File: src/rtl/keccak_sponge_ctrl.sv
// rtl/keccak_sponge_ctrl.sv - Keccak sponge absorb/squeeze sequencing controller
//
// Purpose:
//    Moore FSM that sequences a Keccak-f permutation core and its message/state
//    datapath through N_ABS absorb blocks (pad10*1 included) followed by M_SQ
//    squeeze blocks. Completion (o_done) and watchdog error (o_err) are held
//    until i_ack. All strobes are registered and decoded from the next state,
//    so each strobe is high exactly while the FSM sits in its state.
//
// Ports:
//    i_clk          clock, rising edge
//    i_rst_n        asynchronous active-low reset
//    i_start        start request (acted on in IDLE only)
//    i_ack          acknowledge for o_done / o_err
//    i_f_done       permutation finished (acted on in wait states only)
//    o_f_start      one-cycle permutation start strobe
//    o_load_msg     load padded message into P register
//    o_xor_block    XOR current R-bit block into state
//    o_shift_msg    shift P by R bits
//    o_capture_out  capture R bits of state into output slot o_out_idx
//    o_out_idx      squeeze block index (CW bits)
//    o_clr_state    clear datapath state (IDLE and ERROR)
//    o_busy         high outside IDLE, DONE and ERROR
//    o_done         digest valid, held until i_ack
//    o_err          watchdog error, held until i_ack
//
// Configuration:
//    KECCAK_CTRL_WDOG_EN  when defined, a wait state that lasts WDOG_CYCLES
//                         cycles without i_f_done moves the FSM to ERROR.
//                         When undefined, waits are unbounded and o_err is 0.

module keccak_sponge_ctrl #(
   parameter  int L           = 160,
   parameter  int D           = 128,
   parameter  int B           = 400,
   parameter  int R           = 128,
   parameter  int WDOG_CYCLES = 64,
   localparam int N_ABS       = (L + 2 + R - 1) / R,
   localparam int M_SQ        = (D + R - 1) / R,
   localparam int CNT_MAX     = (N_ABS > M_SQ) ? N_ABS : M_SQ,
   localparam int CW          = $clog2(CNT_MAX + 1)
) (
   input  logic          i_clk,
   input  logic          i_rst_n,
   input  logic          i_start,
   input  logic          i_ack,
   input  logic          i_f_done,
   output logic          o_f_start,
   output logic          o_load_msg,
   output logic          o_xor_block,
   output logic          o_shift_msg,
   output logic          o_capture_out,
   output logic [CW-1:0] o_out_idx,
   output logic          o_clr_state,
   output logic          o_busy,
   output logic          o_done,
   output logic          o_err
);

   // Elaboration-time sanity check of the sponge geometry (capacity B-R > 0).
   if (R <= 0 || R >= B || WDOG_CYCLES < 1) begin : g_bad_cfg
      $error("keccak_sponge_ctrl: need 0 < R < B and WDOG_CYCLES >= 1");
   end

   typedef enum logic [3:0] {
      S_IDLE,
      S_LOAD,
      S_ABS_XOR,
      S_ABS_START,
      S_ABS_WAIT,
      S_ABS_NEXT,
      S_SQ_CAPTURE,
      S_SQ_START,
      S_SQ_WAIT,
      S_DONE,
      S_ERROR
   } state_t;

   state_t        state_q, state_d;
   logic [CW-1:0] abs_cnt_q, abs_cnt_d;
   logic [CW-1:0] sq_cnt_q, sq_cnt_d;
   logic [CW:0]   abs_inc, sq_inc;
   logic          wdog_expired;

   logic f_start_q, f_start_d;
   logic load_q, load_d;
   logic xor_q, xor_d;
   logic shift_q, shift_d;
   logic cap_q, cap_d;
   logic clr_q, clr_d;
   logic busy_q, busy_d;
   logic done_q, done_d;

   // One extra bit so the +1 can never wrap before the terminal compare.
   assign abs_inc = {1'b0, abs_cnt_q} + {{CW{1'b0}}, 1'b1};
   assign sq_inc  = {1'b0, sq_cnt_q} + {{CW{1'b0}}, 1'b1};

`ifdef KECCAK_CTRL_WDOG_EN
   localparam int WW = $clog2(WDOG_CYCLES + 1);

   logic [WW-1:0] wdog_q, wdog_d;
   logic          err_q, err_d;

   // wdog_q counts wait cycles already spent; it is 0 in the first wait
   // cycle because every wait state is entered from a START state.
   always_comb begin
      wdog_d = '0;
      if (state_q == S_ABS_WAIT || state_q == S_SQ_WAIT) begin
         wdog_d = (wdog_q == WW'(WDOG_CYCLES)) ? wdog_q : wdog_q + WW'(1);
      end
   end

   assign wdog_expired = (wdog_q >= WW'(WDOG_CYCLES - 1));
   assign o_err        = err_q;
`else
   assign wdog_expired = 1'b0;
   assign o_err        = 1'b0;
`endif

   // Next-state and counter logic.
   always_comb begin
      state_d   = state_q;
      abs_cnt_d = abs_cnt_q;
      sq_cnt_d  = sq_cnt_q;
      unique case (state_q)
         S_IDLE: begin
            if (i_start) begin
               state_d   = S_LOAD;
               abs_cnt_d = '0;
               sq_cnt_d  = '0;
            end
         end
         S_LOAD:      state_d = S_ABS_XOR;
         S_ABS_XOR:   state_d = S_ABS_START;
         S_ABS_START: state_d = S_ABS_WAIT;
         S_ABS_WAIT: begin
            // A done arriving in the expiry cycle still wins.
            if (i_f_done)          state_d = S_ABS_NEXT;
            else if (wdog_expired) state_d = S_ERROR;
         end
         S_ABS_NEXT: begin
            if (abs_cnt_q != CW'(N_ABS)) abs_cnt_d = abs_inc[CW-1:0];
            state_d = (abs_inc >= (CW+1)'(N_ABS)) ? S_SQ_CAPTURE : S_ABS_XOR;
         end
         S_SQ_CAPTURE: begin
            if (sq_cnt_q != CW'(M_SQ)) sq_cnt_d = sq_inc[CW-1:0];
            state_d = (sq_inc >= (CW+1)'(M_SQ)) ? S_DONE : S_SQ_START;
         end
         S_SQ_START:  state_d = S_SQ_WAIT;
         S_SQ_WAIT: begin
            if (i_f_done)          state_d = S_SQ_CAPTURE;
            else if (wdog_expired) state_d = S_ERROR;
         end
         S_DONE:  if (i_ack) state_d = S_IDLE;
         S_ERROR: if (i_ack) state_d = S_IDLE;
         default: state_d = S_IDLE;
      endcase
   end

   // Outputs are decoded from the next state and registered, so they line up
   // with the state register without any combinational path from inputs.
   always_comb begin
      f_start_d = (state_d == S_ABS_START) || (state_d == S_SQ_START);
      load_d    = (state_d == S_LOAD);
      xor_d     = (state_d == S_ABS_XOR);
      shift_d   = (state_d == S_ABS_NEXT);
      cap_d     = (state_d == S_SQ_CAPTURE);
      clr_d     = (state_d == S_IDLE) || (state_d == S_ERROR);
      busy_d    = !((state_d == S_IDLE) || (state_d == S_DONE) ||
                    (state_d == S_ERROR));
      done_d    = (state_d == S_DONE);
`ifdef KECCAK_CTRL_WDOG_EN
      err_d     = (state_d == S_ERROR);
`endif
   end

   always_ff @(posedge i_clk or negedge i_rst_n) begin
      if (!i_rst_n) begin
         state_q   <= S_IDLE;
         abs_cnt_q <= '0;
         sq_cnt_q  <= '0;
         f_start_q <= 1'b0;
         load_q    <= 1'b0;
         xor_q     <= 1'b0;
         shift_q   <= 1'b0;
         cap_q     <= 1'b0;
         clr_q     <= 1'b1;
         busy_q    <= 1'b0;
         done_q    <= 1'b0;
`ifdef KECCAK_CTRL_WDOG_EN
         wdog_q    <= '0;
         err_q     <= 1'b0;
`endif
      end else begin
         state_q   <= state_d;
         abs_cnt_q <= abs_cnt_d;
         sq_cnt_q  <= sq_cnt_d;
         f_start_q <= f_start_d;
         load_q    <= load_d;
         xor_q     <= xor_d;
         shift_q   <= shift_d;
         cap_q     <= cap_d;
         clr_q     <= clr_d;
         busy_q    <= busy_d;
         done_q    <= done_d;
`ifdef KECCAK_CTRL_WDOG_EN
         wdog_q    <= wdog_d;
         err_q     <= err_d;
`endif
      end
   end

   // The squeeze counter only advances on leaving SQ_CAPTURE, so during a
   // capture it holds exactly the slot being written.
   assign o_out_idx     = sq_cnt_q;
   assign o_f_start     = f_start_q;
   assign o_load_msg    = load_q;
   assign o_xor_block   = xor_q;
   assign o_shift_msg   = shift_q;
   assign o_capture_out = cap_q;
   assign o_clr_state   = clr_q;
   assign o_busy        = busy_q;
   assign o_done        = done_q;

endmodule
File: config.mk
export PLATFORM = sky130hd
export DESIGN_NAME = keccak_sponge_ctrl
export DESIGN_NICKNAME = d
export VERILOG_FILES = /design/src/rtl/keccak_sponge_ctrl.sv
export SDC_FILE = /design/constraint.sdc
export NUM_CORES = 1
export LEC_CHECK = 0
export CAP_MARGIN = 20
export CORE_UTILIZATION = 50
export DETAILED_ROUTE_END_ITERATION = 6
export PLACE_DENSITY_LB_ADDON = 0.08
export SYNTH_ARGS = -nofsm -noshare
export SYNTH_HDL_FRONTEND = slang
export SYNTH_SLANG_ARGS = --single-unit
File: constraint.sdc
create_clock -name i_clk -period 2.4 [get_ports i_clk]
set_input_delay 0.48 -clock i_clk [delete_from_list [all_inputs] [get_ports i_clk]]
set_output_delay 0.48 -clock i_clk [all_outputs]
set_load 0.01 [all_outputs]
# [Yosys cells after proc, flatten, opt, wreduce, memory -nomap -nowiden]
# Index checks and enable logic that the tools add are counted.
[totals] reg_bits=16 wordCells=62
[classes] n_addsub=2 order_cmp=2 n_eq_ne=23 n_mux=12 reduce_logical=12
[ops] op="4-bit one-hot mux with 10 select lines" count=1
[ops] op="4-bit by 3-bit equality test with 1-bit output, second input constant" count=7
[ops] op="4-bit equality test, second input constant" count=5
[ops] op="4-bit 2-to-1 mux" count=5
[ops] op="4-bit by 2-bit equality test with 1-bit output, second input constant" count=4
[ops] op="4-bit by 1-bit equality test with 1-bit output, second input constant" count=2
[ops] op="4-bit logical NOT" count=2
[ops] op="2-bit != test, second input constant" count=4
[ops] op="2-bit one-hot mux with 2 select lines" count=2
[ops] op="2-bit by 1-bit adder with 3-bit output, second input constant" count=2
[ops] op="2-bit 2-to-1 mux" count=3
[ops] op="3-bit AND reduction" count=2
[ops] op="1-bit logical OR" count=4
[ops] op="2-bit nonzero test" count=2
[ops] op="3-bit by 1-bit >= comparator with 1-bit output, second input constant" count=1
[ops] op="3-bit by 2-bit >= comparator with 1-bit output, second input constant" count=1
[ops] op="3-bit 2-to-1 mux" count=1
[ops] op="2-bit by 1-bit != test with 1-bit output, second input constant" count=1
[ops] op="2-bit OR reduction" count=1
[ops] op="1-bit logical NOT" count=1

# [Longest topological paths before layout]
# Gate-level depths: netlist of the first run.
[logic_depth] word_depth=8 ltp_mapped=8

# [Least setup slack after synthesis of the first run]
# OpenSTA, ideal clock, no wires.
[synth_timing] path_type="flip-flop to flip-flop" startpoint="register sq_cnt_q[0] (netlist: o_out_idx[0])" endpoint="register busy_q (netlist: o_busy)" setup_ns=0.087 t_arrival_ns=1.701 t_required_ns=2.313 path_slack_ns=0.612 stages_incl_launch_ff=8 cell_sequence="dfrtp_1 -> inv_1 -> ha_1 -> or3b_1 -> a32o_1 -> o21a_1 -> nor2b_4 -> a211oi_2"
[synth_via] elab_chain_cells=8
[synth_rtl] element="start, declared" line_no="81" source="logic [CW-1:0] sq_cnt_q, sq_cnt_d;"
[synth_rtl] element="start signal, assigned" line_no="197" source="sq_cnt_q <= sq_cnt_d;"
[synth_rtl] element="2-bit by 1-bit adder with 3-bit output" line_no="96" source="assign sq_inc = {1'b0, sq_cnt_q} + {{CW{1'b0}}, 1'b1};"
[synth_rtl] element="3-bit by 1-bit >= comparator with 1-bit output" line_no="147" source="state_d = (sq_inc >= (CW+1)'(M_SQ)) ? S_DONE : S_SQ_START;"
[synth_rtl] element="4-bit 2-to-1 mux" line_no="147"
[synth_rtl] element="4-bit one-hot mux with 10 select lines" line_no="125" source="unique case (state_q)"
[synth_rtl] element="net state_d[3]" line_no="79" source="state_t state_q, state_d;"
[synth_rtl] element="4-bit equality test"
[synth_rtl] element="net done_d" line_no="92" source="logic done_q, done_d;"
[synth_rtl] element="1-bit logical OR (2 in series)" line_no="169" source="busy_d = !((state_d == S_IDLE) || (state_d == S_DONE) ||"
[synth_rtl] element="1-bit logical NOT" line_no="169"
[synth_rtl] element="net busy_d" line_no="91" source="logic busy_q, busy_d;"
[synth_rtl] element="end signal, assigned" line_no="204" source="busy_q <= busy_d;"
[synth_rtl] element="end, declared" line_no="91"
# The timed path passes the listed nets, and every way through them passes these cells.
# A chain may end at the register's enable or synchronous reset.

# [Worst setup path in the final report of the first run]
[layout_timing] startpoint="register sq_cnt_q[1] (netlist: o_out_idx[1])" endpoint="register busy_q (netlist: o_busy)"
# The elaborated chain is that of the path after synthesis.

==> key figures, run 1 <==
Placement
  – Final Wtd Congestion: 0.771
  – # port buffers: 14
  – Post-DP HPWL: 1.13 mm

Route
  – Top layer reached by signal wires: met4
  – Pre-antenna DRT Iters: 4
  – Detail Route Antenna Nets: 0
  – Initial DRC Count: 9
  – Routed wl met2: 697 um
  – Via count: 642
  – M1 wire length: 763 um
  – Met3 wire length: 70 um
  – DRC Markers: 0
  – Routed Wire Length: 1.54 mm
  – Vias per Instance: between 5 and 6
  – WL/cell: 13.9 um

Timing
  – Clk_skew: 0.000874 ns
  – Slew headroom: 0.533
  – Post-layout min period: ~1.9 ns
  – Final Hold Fails: 0
  – Max Slew Vio Count: 0
  – Max Freq: 533 MHz
  – Final setup violating endpoints: 0
  – Fin Setup TNS: 0 ns
  – Worst Max-Slew Pin Slew: 0.699 ns
  – Worst hold margin: between 0.5 and 0.6 ns
  – RSZ-0062 raised after global routing: false
  – Tcrit/Tclk final: 0.782

Critical path
  – Worst Reg-to-Reg Cells: 7
  – Critical path capture point type: flop
  – Slowest stage cell, crit path: dfrtp_1
  – Critical path class: reg -> reg
  – Worst Path Required: 2.60 ns
  – Arrival time at the worst endpoint: 2.08 ns
  – Largest stage delay, worst path: 0.41 ns
  – Crit-path max FO: 3
  – Critical path startpoint category: flop
  – Critical-path cell list: inv_1 > ha_1 > or3b_1 > a32o_1 > o21a_1 > nor2b_4 > a211oi_2

Synthesis
  – Top-area cell type share of the netlist area: 0.429
  – Post-synthesis register bit count: 16
  – Sequential-to-total area share from yosys stat: 0.459
  – Cells after Synth: between 80 and 90
  – Distinct cells, synth: 38
  – Mapped Area: 875 um2
  – Post-synthesis net count: 92
  – Synth top area cells: dfrtp_1, ha_1, dfstp_2
  – Syn avg cell area: 10.7 um2
  – Synth area leader: dfrtp_1
  – Syn. warnings: 0

Floorplan
  – Io pins: 16
  – Die Ht: 43.8 um
  – Area of the core: 1580 um2
  – Starting Density: 0.555
  – FP Rows: 14
  – Die X: 43.8 um
  – Die area: 1920 um2

Cells and area
  – Register Area: 402 um2
  – Fill count: 135
  – # diodes: 0
  – Ratio of cells with drive above 1 in the final layout: 0.147
  – Footprint of the multi-input gates: 410 um2
  – Total Nets Final: 106
  – Synth-to-Final Area Change: 18.3%
  – Most frequent cells in the layout: dfrtp_1, clkdlybuf4s50_1, inv_1
  – Most common cell after layout, fill and taps aside: dfrtp_1

Status
  – Status: finished, final reports clean

Job
  – Max-cap violations: 0

Pwr
  – Static leakage: 0.449 nW
  – P per Cell Area: 1300 nW/um2
  – Max VDD drop: 0.000729 V

CTS
  – CTS tree: built
  – CTS Buf Count: 3
  – Root cell of the clock tree: clkbuf_4
  – Resize count post-CTS: 0
  – Clock Path Buffers: 2
  – Clock sink count: 16
  – CTS Hold Bufs: 0
  – Worst-path clk slew: 0.09 ns
  – Worst-Skew Late Latency: around 0.28 ns
  – H-tree depth: 1
  – # Post-CTS Setup Buffers: 0

Global route
  – Number of global-route vias before repair: around 610
  – GRT Util Overall: 0.191
  – First-pass GRT wire length: ~2.7 mm
  – GRT Residual Overflow: 0
  – Largest net degree at the start of global routing: 17
  – Initial antenna violation count: 0

Min path
  – Min-Delay Path Class: reg -> reg
  – Min-Delay Path Depth: 1
-- cells in the mapped netlist (all sizes together) --
| library cell | n |
|---|---|
| a32o | 1 |
| o22ai | 1 |
| nor4 | 1 |
| buf | 5 |
| nor2 | 7 |
| a211oi | 1 |
| and3 | 1 |
| dfrtp | 15 |
| or3b | 2 |
| a311oi | 1 |
| a31oi | 1 |
| o21a | 1 |
| dfstp | 1 |
| and2 | 1 |
| nor3b | 1 |
| nand4bb | 1 |
| nor4b | 1 |
| o21ai | 1 |
| conb | 1 |
| a21o | 1 |
| a22o | 2 |
| a21oi | 5 |
| ha | 5 |
| nand3 | 1 |
| nor3 | 5 |
| inv | 7 |
| mux2 | 2 |
| nor2b | 1 |
| nand2b | 4 |
| mux2i | 1 |
| nand3b | 1 |
| nand2 | 2 |
| o22a | 1 |
-- routing by layer --
metal | global-route usage | vias up
met2 | 0.299 | 17
met5 | 0 | -
li1 | - | 309
met1 | 0.259 | 314
met3 | 0.0375 | 2
met4 | 0.0750 | 0
-- critical path, delay by kind of cell, from the launching register on --
kind,cells,cell delay [ns]
simple gates,2,0.48
flops,1,0.41
fa+ha+maj,1,0.18
buf+inv,1,0.11
compound gates,3,0.62
-- per-stage QoR --
step                       util  cells  cell area, um2  worst slack, ns  power [mW]
after floorplan               -     82             875            0.612       0.981
after global placement    0.633    107             998            0.398        1.15
after detailed placement  0.633    107             998            0.381        1.17
after CTS                 0.656    111            1030            0.520        1.35
after global routing      0.656    111            1030            0.421        1.46
final                     0.656    111            1030            0.524        1.34
-- kinds of logic (layout without fill, tap and decap cells) --
group,count (synthesis),after routing,share of synthesized area
AOI/OAI and AO/OA,16,16,0.132
adders and majority gates,5,5,0.0715
DFF,16,16,0.459
buffers and inverters,12,25,0.0715
other,1,1,0.00429
muxes,3,3,0.0372
and+or+nand+nor,29,29,0.225
-- power breakdown --
part	internal [mW]	leakage, nW	switching (mW)
clock network	0.0922	0.0210	0.0827
registers	0.376	0.208	0.121
logic	0.339	0.220	0.331
-- final cells by class --
cell class                 instances  area share
clock buffer                       4      0.0351
inverter                           7      0.0254
multi-input combinational         54       0.397
sequential                        16       0.388
tap                               16      0.0193
timing repair buffer              14       0.135
-- sequential cells by signal, summed over array words and instances, names as in the netlist --
register       flops
o_shift_msg        1
o_capture_out      1
o_busy             1
o_f_start          1
o_xor_block        1
o_done             1
abs_cnt_q          2
o_load_msg         1
o_out_idx          2
state_q            4
o_clr_state        1
-- path summary, 6_finish.rpt --
| kind | end | slack (ns) | start |
|---|---|---|---|
| max reg2reg | o_busy | 0.52 | o_out_idx[1] |
| max in group asynchronous | o_out_idx[1] | 1.35 | i_rst_n |
| min in group asynchronous | o_shift_msg | 0.61 | i_rst_n |
| min | abs_cnt_q[0] | 0.54 | abs_cnt_q[0] |
| min reg2reg | abs_cnt_q[0] | 0.54 | abs_cnt_q[0] |
| max | o_busy | 0.52 | o_out_idx[1] |
(Power assumes the default switching activity.)
==> inputs of run 2 (changes only) <==
clock period = 1.95 ns   (was 2.4 ns; I/O delays follow)
==> key figures, run 2 (synthesis results as in run 1) <==
Status
  – Status: finished, final reports clean (unchanged)

Route
  – Vias per Instance: 5.68 (was 5.78)
  – Via count: 653 (was 642)
  – Initial DRC Count: 8 (was 9)
  – Detail Route Antenna Nets: 0 (unchanged)
  – Pre-antenna DRT Iters: 4 (unchanged)
  – WL/cell: 13.6 um (was 13.9 um)
  – Routed Wire Length: 1.56 mm (was 1.54 mm)
  – DRC Markers: 0 (unchanged)

Timing
  – Max Freq: 540 MHz (was 533 MHz)
  – Max Slew Vio Count: 0 (unchanged)
  – Clk_skew: 0.00400 ns (was 0.000874 ns)
  – RSZ-0062 raised after global routing: false (unchanged)
  – Post-layout min period: 1.85 ns (was 1.88 ns)
  – Fin Setup TNS: 0 ns (unchanged)
  – Final setup violating endpoints: 0 (unchanged)
  – Tcrit/Tclk final: 0.949 (was 0.782)
  – Final Hold Fails: 0 (unchanged)

Placement
  – # port buffers: 14 (unchanged)
  – Post-DP HPWL: 1.16 mm (was 1.13 mm)
  – Placed Area: 1030 um2 (was 998 um2)
  – Final Wtd Congestion: 0.800 (was 0.771)

Critical path
  – RR Startpoint: o_out_idx[0] (was o_out_idx[1])
  – Critical path startpoint category: flop (unchanged)
  – RR Endpoint: o_busy (unchanged)
  – FF-to-FF setup slack: 0.1 ns (was 0.52 ns)
  – Critical-path cell list: inv_1 > ha_1 > or3b_1 > a32o_1 > o21a_1 > nor2b_4 > a211oi_2 (unchanged)
  – Worst Reg-to-Reg Cells: 7 (unchanged)
  – Crit-path max FO: 4 (was 3)
  – Worst Path Required: 2.16 ns (was 2.60 ns)
  – Critical path class: reg -> reg (unchanged)
  – Slowest stage cell, crit path: dfrtp_1 (unchanged)
  – Critical path capture point type: flop (unchanged)
  – Arrival time at the worst endpoint: 2.06 ns (was 2.08 ns)
  – Largest stage delay, worst path: 0.40 ns (was 0.41 ns)

Job
  – Max-cap violations: 0 (unchanged)

Cells and area
  – Largest Register: state_q (unchanged)
  – Ratio of cells with drive above 1 in the final layout: 0.182 (was 0.147)
  – Synth-to-Final Area Change: 21.7% (was 18.3%)
  – # diodes: 0 (unchanged)
  – Most frequent cells in the layout: dfrtp_1, clkdlybuf4s50_1, inv_1 (unchanged)
  – Total Nets Final: 110 (was 106)
  – Most common cell after layout, fill and taps aside: dfrtp_1 (unchanged)
  – Final instance area: 1060 um2 (was 1030 um2)
  – Max FFs per register: 4 (unchanged)

Floorplan
  – Die Ht: 43.8 um (unchanged)
  – Starting Density: 0.555 (unchanged)
  – FP Rows: 14 (unchanged)
  – Io pins: 16 (unchanged)
  – Die X: 43.8 um (unchanged)
  – Die area: 1920 um2 (unchanged)
  – Area of the core: 1580 um2 (unchanged)

Global route
  – GRT Residual Overflow: 0 (unchanged)
  – First-pass GRT wire length: 2.59 mm (was 2.69 mm)
  – Initial antenna violation count: 0 (unchanged)
  – GRT Util Overall: 0.192 (was 0.191)
  – Largest net degree at the start of global routing: 17 (unchanged)
  – Number of global-route vias before repair: 625 (was 609)

Min path
  – Min-Delay Path Class: in -> async (was reg -> reg)

CTS
  – Clock sink count: 16 (unchanged)
  – Worst-path clk slew: 0.09 ns (about the same)
  – CTS Hold Bufs: 0 (unchanged)
  – Worst-Skew Late Latency: 0.29 ns (was 0.28 ns)
  – CTS tree: built (unchanged)
  – Root cell of the clock tree: clkbuf_4 (unchanged)
  – Resize count post-CTS: 0 (unchanged)
  – H-tree depth: 1 (unchanged)
  – CTS Buf Count: 3 (unchanged)
  – Clock Path Buffers: 2 (unchanged)
  – # Post-CTS Setup Buffers: 0 (unchanged)

Pwr
  – Static leakage: 0.468 nW (was 0.449 nW)
  – P per Cell Area: 1610 nW/um2 (was 1300 nW/um2)
  – Max VDD drop: 0.000876 V (was 0.000729 V)
run 2: cell types whose count changed in the layout (fill, tap and decap cells not counted), sizes merged:
cell and delta:
buf +4
run 2: worst max-delay path by stage:
stage	endpoint	slack (ns)	cells past startpoint	startpoint
detailed placement	o_busy	0.01	6	i_f_done
global route	o_clr_state	0.003	7	o_out_idx[0]
CTS	o_busy	0.1	7	o_out_idx[0]
global placement	o_clr_state	0.04	7	i_f_done
finish	o_busy	0.1	7	o_out_idx[0]
floorplan	o_busy	0.16	7	o_out_idx[0]
run 2: layout make-up:
type,count,area [um2]
well taps,16,20.0
repair buffers,18,170
fillers,135,512
clock buffers,4,36.3
multi-input cells,54,410
flip-flops and latches,16,402
inverters,7,26.3
run 2: worst max-delay path: cells and delay by family, from the launching register on:
kind	cells	cell delay [ns]
buffers and inverters	1	0.08
and+or+nand+nor	2	0.48
AOI/OAI and AO/OA	3	0.62
DFF	1	0.40
adders and majority gates	1	0.20
run 2: metal layers:
metal	global-route usage	vias up	wire length (um)
li1	-	319	-
met3	0.0375	6	81
met2	0.307	21	699
met1	0.239	307	746
met5	0	-	0
met4	0.113	0	38
run 2: through the flow:
stage | power [mW] | instances | setup slack, ns | util | hold WS (ns)
after CTS | 1.73 | 115 | 0.0976 | 0.675 | 0.419
after detailed placement | 1.51 | 111 | 0.0126 | 0.652 | 0.514
after global routing | 1.85 | 115 | 0.00346 | 0.675 | 0.445
after floorplan | 1.21 | 82 | 0.162 | - | 0.0944
final | 1.71 | 115 | 0.0985 | 0.675 | 0.411
after global placement | 1.49 | 111 | 0.0401 | 0.652 | 0.514
run 2: where the power goes:
| group | switching, mW | total (mW) | leakage (nW) | internal, mW |
|---|---|---|---|---|
| registers | 0.136 | 0.599 | 0.208 | 0.463 |
| clock network | 0.104 | 0.218 | 0.0210 | 0.114 |
| logic | 0.429 | 0.895 | 0.239 | 0.466 |
==> inputs of run 3 (changes only) <==
CORE_MARGIN = 2   (was not set)
CORE_UTILIZATION = 35   (was 50)
TNS_END_PERCENT = 5   (was not set)
==> key figures, run 3 (synthesis results as in run 1) <==
Status
  – Status: finished, final reports clean (unchanged)

Global route
  – GRT Max-Usage Layer: met1 (was met2)
  – Initial antenna violation count: 0 (unchanged)
  – M3 GR Usage: 0.0500 (was 0.0375)
  – Global-route track usage on met1: 0.183 (was 0.239)
  – Met2 Track Usage GR: 0.183 (was 0.307)
  – Largest net degree at the start of global routing: 17 (unchanged)
  – Number of global-route vias before repair: 585 (was 625)
  – First-pass GRT wire length: 2.62 mm (was 2.59 mm)
  – GRT Residual Overflow: 0 (unchanged)
  – GRT Util Overall: 0.128 (was 0.192)

CTS
  – CTS tree: built (unchanged)
  – Worst-path clk slew: 0.10 ns (was 0.09 ns)
  – H-tree depth: 1 (unchanged)
  – Clock Path Buffers: 2 (unchanged)
  – Worst-Skew Late Latency: 0.28 ns (was 0.29 ns)
  – CTS Buf Count: 3 (unchanged)
  – Root cell of the clock tree: clkbuf_4 (unchanged)
  – Clock sink count: 16 (unchanged)
  – CTS Hold Bufs: 0 (unchanged)

Pwr
  – Max VDD drop: 0.000701 V (was 0.000876 V)
  – Static leakage: 0.464 nW (was 0.468 nW)
  – P per Cell Area: 1560 nW/um2 (was 1610 nW/um2)
  – Switching share of power: 0.392 (was 0.391)
  – Clock share of power: 0.129 (was 0.127)
  – Internal power: 1.01 mW (was 1.04 mW)
  – Sequential share of power: 0.369 (was 0.350)
  – Comb pwr share: 0.502 (was 0.523)
  – Psw: 0.652 mW (was 0.669 mW)

Timing
  – Fin Setup TNS: 0 ns (unchanged)
  – Tcrit/Tclk final: 0.941 (was 0.949)
  – Final setup violating endpoints: 0 (unchanged)
  – Max Freq: 545 MHz (was 540 MHz)
  – Clk_skew: 0.0140 ns (was 0.00400 ns)
  – Post-layout min period: 1.84 ns (was 1.85 ns)
  – RSZ-0062 raised after global routing: false (unchanged)
  – Worst hold margin: 0.409 ns (was 0.411 ns)
  – Final Hold Fails: 0 (unchanged)
  – Max Slew Vio Count: 0 (unchanged)

Critical path
  – FF-to-FF setup slack: 0.11 ns (was 0.1 ns)
  – RR Endpoint: o_busy (unchanged)
  – Critical-path cell list: inv_1 > ha_1 > or3b_1 > a32o_2 > o21a_1 > nor2b_4 > a211oi_2 (was inv_1 > ha_1 > or3b_1 > a32o_1 > o21a_1 > nor2b_4 > a211oi_2)
  – Crit-path max FO: 4 (unchanged)
  – Worst Path Required: 2.16 ns (about the same)
  – Slowest stage cell, crit path: dfrtp_1 (unchanged)
  – Critical path class: reg -> reg (unchanged)
  – RR Startpoint: o_out_idx[0] (unchanged)
  – Critical path startpoint category: flop (unchanged)
  – Worst Reg-to-Reg Cells: 7 (unchanged)
  – Arrival time at the worst endpoint: 2.05 ns (was 2.06 ns)
  – Critical path capture point type: flop (unchanged)
  – Largest stage delay, worst path: 0.41 ns (was 0.40 ns)

Placement
  – Final Wtd Congestion: 0.758 (was 0.800)
  – Post-DP HPWL: 1.16 mm (about the same)
  – # port buffers: 14 (unchanged)

Cells and area
  – Synth-to-Final Area Change: 22.2% (was 21.7%)
  – Most frequent cells in the layout: dfrtp_1, clkdlybuf4s50_1, inv_1 (unchanged)
  – Ratio of cells with drive above 1 in the final layout: 0.175 (was 0.182)
  – Largest Register: state_q (unchanged)
  – Most common cell after layout, fill and taps aside: dfrtp_1 (unchanged)
  – Max FFs per register: 4 (unchanged)
  – # diodes: 0 (unchanged)
  – Total Nets Final: 108 (was 110)

Floorplan
  – Starting Density: 0.360 (was 0.555)
  – Die X: 54.0 um (was 43.8 um)
  – Die area: 2910 um2 (was 1920 um2)
  – Area of the core: 2430 um2 (was 1580 um2)
  – Io pins: 16 (unchanged)
  – FP Rows: 18 (was 14)
  – Die Ht: 54.0 um (was 43.8 um)

Route
  – Pre-antenna DRT Iters: 4 (unchanged)
  – Routed Wire Length: 1.55 mm (was 1.56 mm)
  – Via count: 611 (was 653)
  – Initial DRC Count: 5 (was 8)
  – Detail Route Antenna Nets: 0 (unchanged)
  – Vias per Instance: 4.81 (was 5.68)
  – DRC Markers: 0 (unchanged)
  – WL/cell: 12.2 um (was 13.6 um)

Min path
  – Min-Delay Path Class: in -> async (unchanged)

Job
  – Max-cap violations: 0 (unchanged)
[run 3: cell count changes in the layout (fill, tap and decap cells not counted)]
cell,previous run,this run
buf_4,4,2
a32o_1,1,0
a32o_2,0,1
[run 3: worst max-delay path, delay by kind of cell (launching register included)]
family                   cells  cell delay [ns]
flip-flops                   1             0.41
adder cells (fa/ha/maj)      1             0.20
AND/OR/NAND/NOR              2             0.48
buffers and inverters        1             0.08
AO/OA/AOI/OAI                3             0.59
[run 3: final cells by class]
| type | count | area, um2 |
|---|---|---|
| fillers | 247 | 1360 |
| multi-input cells | 54 | 412 |
| flip-flops and latches | 16 | 402 |
| repair buffers | 16 | 155 |
| well taps | 30 | 37.5 |
| clock buffers | 4 | 36.3 |
| inverters | 7 | 26.3 |
[run 3: worst max-delay path by stage]
| stage | from | end |
|---|---|---|
| after floorplan | o_out_idx[0] | o_busy |
| after global placement | i_ack | o_busy |
| after detailed placement | i_f_done | o_busy |
| after CTS | o_out_idx[0] | o_busy |
| after global routing | o_out_idx[0] | o_busy |
| final | o_out_idx[0] | o_busy |
[run 3: metrics by stage]
stage	setup WS, ns	power, mW	utilization	std cells	area, um2
4_1_cts	0.0848	1.69	0.439	127	1070
3_5_place_dp	0.0281	1.46	0.424	123	1030
5_1_grt	0.0134	1.81	0.439	127	1070
3_3_place_gp	0.0279	1.46	0.424	123	1030
2_1_floorplan	0.162	1.21	-	82	875
6_report	0.115	1.66	0.439	127	1070
[run 3: power groups by stage]
stage	Sequential [mW]	Combinational [mW]	Clock (mW)
2_1_floorplan	0.563	0.643	0
3_3_place_gp	0.616	0.849	0
3_5_place_dp	0.617	0.844	0
4_1_cts	0.610	0.847	0.228
5_1_grt	0.635	0.937	0.241
6_report	0.614	0.836	0.214
[run 3: layer usage]
metal / part of all wire / up-vias
li1: - / 314
met1: 0.54 / 289
met2: 0.43 / 6
met3: 0.022 / 2
met4: 0.0084 / 0
met5: 0 / -
[run 3: what timing repair did]
action,in CTS,in global routing
resized for setup,0,1
endpoints found under the setup margin,0,1
setup buffers,0,0
